==> config.mk <==
export PLATFORM = sky130hd
export DESIGN_NAME = dmem_arbiter
export DESIGN_NICKNAME = d
export VERILOG_FILES = /design/src/rtl/dmem_arbiter.sv
export SDC_FILE = /design/constraint.sdc
export NUM_CORES = 1
export LEC_CHECK = 0
export CAP_MARGIN = 20
export CORE_AREA = 2 2 123 125
export DETAILED_ROUTE_END_ITERATION = 8
export DIE_AREA = 0 0 125 127
export SETUP_SLACK_MARGIN = 0.4
export SYNTH_ARGS = -nofsm -noshare
export SYNTH_HDL_FRONTEND = slang
export SYNTH_SLANG_ARGS = --single-unit
==> constraint.sdc <==
create_clock -name clk_i -period 2.4 [get_ports clk_i]
set_input_delay 0.48 -clock clk_i [delete_from_list [all_inputs] [get_ports clk_i]]
set_output_delay 0.48 -clock clk_i [all_outputs]
set_load 0.03 [all_outputs]
==> src/rtl/dmem_arbiter.sv <==
// Two-master data-memory arbiter: the core LSU has priority, and a JTAG debug port gets
// a forced slot once it has been blocked for STARVE_LIMIT consecutive cycles.
module dmem_arbiter #(
  parameter int STARVE_LIMIT = 8,
  parameter int CNT_W        = 4
) (
  input  logic        clk_i,
  input  logic        rst_i,

  input  logic        core_req_i,
  input  logic        core_we_i,
  input  logic [31:0] core_addr_i,
  input  logic [31:0] core_wdata_i,
  input  logic [3:0]  core_sel_i,
  output logic        core_gnt_o,
  output logic        core_stall_o,
  output logic        core_rvalid_o,
  output logic [31:0] core_rdata_o,

  input  logic        dbg_req_i,
  input  logic        dbg_we_i,
  input  logic [31:0] dbg_addr_i,
  input  logic [31:0] dbg_wdata_i,
  input  logic [3:0]  dbg_sel_i,
  output logic        dbg_gnt_o,
  output logic        dbg_rvalid_o,
  output logic [31:0] dbg_rdata_o,

  output logic        ram_ce_o,
  output logic        ram_we_o,
  output logic [31:0] ram_addr_o,
  output logic [31:0] ram_wdata_o,
  output logic [3:0]  ram_sel_o,
  input  logic [31:0] ram_rdata_i
);

  typedef enum logic [1:0] {
    IDLE     = 2'd0,
    RSP_CORE = 2'd1,
    RSP_DBG  = 2'd2
  } state_e;

  localparam logic [CNT_W-1:0] LIMIT = CNT_W'(STARVE_LIMIT);

  state_e           state_q, state_d;
  logic [CNT_W-1:0] starve_q, starve_d;
  logic             rd_q, rd_d;
  logic             core_rvalid_q, core_rvalid_d;
  logic             dbg_rvalid_q, dbg_rvalid_d;
  logic             core_gnt, dbg_gnt;

  // Grants are gated by reset so every output is quiet while rst_i is held.
  always_comb begin
    dbg_gnt  = ~rst_i & dbg_req_i & (~core_req_i | (starve_q == LIMIT));
    core_gnt = ~rst_i & core_req_i & ~dbg_gnt;
  end

  always_comb begin
    core_gnt_o   = core_gnt;
    dbg_gnt_o    = dbg_gnt;
    core_stall_o = ~rst_i & core_req_i & ~core_gnt;
    ram_ce_o     = core_gnt | dbg_gnt;
    ram_we_o     = 1'b0;
    ram_addr_o   = 32'h0;
    ram_wdata_o  = 32'h0;
    ram_sel_o    = 4'h0;
    if (core_gnt) begin
      ram_we_o    = core_we_i;
      ram_addr_o  = core_addr_i;
      ram_wdata_o = core_wdata_i;
      ram_sel_o   = core_sel_i;
    end else if (dbg_gnt) begin
      ram_we_o    = dbg_we_i;
      ram_addr_o  = dbg_addr_i;
      ram_wdata_o = dbg_wdata_i;
      ram_sel_o   = dbg_sel_i;
    end
  end

  // Counter saturates at LIMIT; at LIMIT the debug grant is forced, which clears it.
  always_comb begin
    starve_d = '0;
    if (dbg_req_i && !dbg_gnt) begin
      starve_d = (starve_q == LIMIT) ? LIMIT : starve_q + 1'b1;
    end
  end

  always_comb begin
    state_d       = IDLE;
    rd_d          = 1'b0;
    core_rvalid_d = 1'b0;
    dbg_rvalid_d  = 1'b0;
    if (core_gnt) begin
      state_d       = RSP_CORE;
      rd_d          = ~core_we_i;
      core_rvalid_d = 1'b1;
    end else if (dbg_gnt) begin
      state_d      = RSP_DBG;
      rd_d         = ~dbg_we_i;
      dbg_rvalid_d = 1'b1;
    end
  end

  always_ff @(posedge clk_i) begin
    if (rst_i) begin
      state_q       <= IDLE;
      starve_q      <= '0;
      rd_q          <= 1'b0;
      core_rvalid_q <= 1'b0;
      dbg_rvalid_q  <= 1'b0;
    end else begin
      state_q       <= state_d;
      starve_q      <= starve_d;
      rd_q          <= rd_d;
      core_rvalid_q <= core_rvalid_d;
      dbg_rvalid_q  <= dbg_rvalid_d;
    end
  end

  // Responses are dropped combinationally while reset is asserted.
  always_comb begin
    core_rvalid_o = ~rst_i & core_rvalid_q;
    dbg_rvalid_o  = ~rst_i & dbg_rvalid_q;
    core_rdata_o  = (core_rvalid_o && rd_q) ? ram_rdata_i : 32'h0;
    dbg_rdata_o   = (dbg_rvalid_o && rd_q) ? ram_rdata_i : 32'h0;
  end

endmodule

==> metrics.txt <==
Clk pwr share 22.4%; CP cell instances inv_2 > ha_2 > and3b_2 > o211a_4 > buf_16 > a22o_4 > buf_4; pwr dens 236 nW/um^2; CP Launch Type register; GP Congestion 0.889; internal power 847 uW; initial detailed-routing violation count 41; post-synthesis cell count 193; layout cells sized above 1 51.6%; crit path max fanout 25; fraction of registers with async set/reset 0%; synthesis-to-layout area growth 260%; clk_skew 0.00136 ns; ANT cells 0; worst skew pair latency 0.23 ns; Worst setup EP type output pin; post-DR vias/cell 3.99; nets 694; status completed; CTS H-Tree Depth 1; Die Ht 127 um; critical path class reg2out; commonest non-fill, non-tap cells in the layout clkdlybuf4s50_1 (170), buf_4 (118), a22o_2 (56); routed length per instance 15.6 um; Cell Area, Synth 1490 sq um; starting density of the core 10.3%; commonest non-fill, non-tap cell in the layout clkdlybuf4s50_1; vias in the first global route 2918; Worst EP required 1.92 ns; CTS max path bufs 2; total track usage 12.6%; Syn Area/Cell 7.73 sq um; Port Buffers 312; max_cap viols 0; fin crit period 2.34 ns; CTS Sinks 7; Slew HR 85.2%; RSZ-0062 raised after global routing true; worst slack, placed -0.0795 ns; remaining antenna violation count 0; total power draw 1.26 mW; Reg clk slew, reported paths 0.04 ns; DR pass1 iterations 4; Crit-path slowest cell dfxtp_2; Netlist cell types 20; most used flip-flop cell after synthesis dfxtp_1; Setup TNS 0 ns; DRC viols 0; DR vias 2796; Worst EP arrival 1.86 ns; FP Rows 44; WL final 10.9 mm; combinational power share 67.9%; period utilisation layout 97.3%; CTS tree yes; aggregate global routing overflow 0; Final Cell Area 5360 sq um; Final Hold Viols 0; Setup Viol. Count Final 0; Post-DP Area 4840 sq um; Leak 2.46 nW; YS warnings 0; register bit total from synthesis 7; worst vdd ir 239 uV; Seq pwr share 9.7%; Hold Slack 0.506 ns; placed instance count 680; worst slew pin tran 0.222 ns; width of the die 125 um; setup ws final 0.0649 ns; Seq/Total Area, Yosys 9.40%; root buf cell clkbuf_16; HPWL after detailed placement 8.63 mm; initial antenna violation count 0; CP peak stage delay 0.32 ns; Buf+Inv Stages, Crit Path 3; Util after Layout 37.2%; Top delay family on crit path compound AO/OA/AOI/OAI gates; Switch Pwr 417 uW; first-pass GRT wire length 16.0 mm; EDFF count, synth 0; Ports 313; Num CTS Buffers 3; Worst Hold Class reg2reg; core footprint 14400 sq um; Fmax 0.428 GHz; max-slew violations 0; largest net degree at the start of global routing 33; syn_nets 369; Net Sw Frac 33.0%; final cell count without fillers 701; Die ar. 15900 sq um
## registers in the layout, summed over array words and instances, names as in the netlist
| signal | cells |
|---|---|
| dbg_rvalid_q | 1 |
| rd_q | 1 |
| starve_q | 4 |
| core_rvalid_q | 1 |
## worst reg2reg max path, stage by stage, from the launching register on
cell and delay (ns):
dfxtp_2 0.32, inv_2 0.03, ha_2 0.16, and3b_2 0.23, o211a_4 0.30, buf_6 0.16
a22o_1 0.19
## power by group through the flow
stage               clock [mW]  sequential (mW)  combinational [mW]
finish                   0.283            0.123               0.858
global route             0.294            0.123               0.901
CTS                      0.287            0.122               0.859
detailed placement           0            0.125               0.814
global placement             0            0.124               0.808
floorplan                    0            0.124               0.329
## per-layer routing
metal | routed length, um | global-route usage [%] | vias up
met5 | 0 | 0 | -
met4 | 66 | 2.29 | 0
met3 | 1050 | 3.27 | 4
met2 | 6160 | 25.9 | 192
met1 | 3660 | 12.6 | 1242
li1 | - | - | 1358
## cell usage after synthesis, types with 2 or more instances
cell | number | area, sq um
nor2b_1 | 2 | 12.5
a22o_1 | 70 | 613
o211a_1 | 2 | 20.0
ha_1 | 2 | 25.0
nor2_1 | 6 | 22.5
inv_1 | 7 | 26.3
buf_6 | 8 | 90.1
dfxtp_1 | 7 | 140
buf_2 | 8 | 40.0
and2_1 | 65 | 407
clkbuf_1 | 6 | 22.5
and3_1 | 2 | 12.5
## worst paths after layout
| kind | start | endpoint | slack (ns) | cells after the start |
|---|---|---|---|---|
| min reg2reg | starve_q[3]$_SDFF_PP0_ | starve_q[3]$_SDFF_PP0_ | 0.51 | 2 |
| min | starve_q[3]$_SDFF_PP0_ | starve_q[3]$_SDFF_PP0_ | 0.51 | 2 |
| max reg2reg | starve_q[1]$_SDFF_PP0_ | rd_q$_SDFF_PP0_ | 0.90 | 6 |
| max | starve_q[1]$_SDFF_PP0_ | ram_wdata_o[30] | 0.06 | 7 |
## what timing repair did
action,4_1_cts,5_1_grt
gates resized for setup,32,28
setup buffers,7,3
gates cloned,6,1
endpoints found under the hold margin,0,0
endpoints found under the setup margin,136,106
hold buffers,0,0
pin swaps,1,2
## kinds of logic (layout without fill, tap and decap cells)
kind of cell | Yosys count | count (layout) | share of synthesized area, %
AND/OR/NAND/NOR | 79 | 79 | 32.4
AO/OA/AOI/OAI | 74 | 74 | 43.4
buffers and inverters | 29 | 353 | 12.0
flip-flops | 7 | 7 | 9.40
adder cells (fa/ha/maj) | 2 | 2 | 1.68
XOR/XNOR | 2 | 2 | 1.17
## final cells by class
class | count | area, sq um
timing repair buffer | 342 | 3460
inverter | 7 | 28.8
multi-input combinational | 157 | 1420
tap | 184 | 230
clock buffer | 4 | 78.8
sequential | 7 | 143
fill | 1452 | 9060
Note: power is estimated with default switching activity, not from simulation.
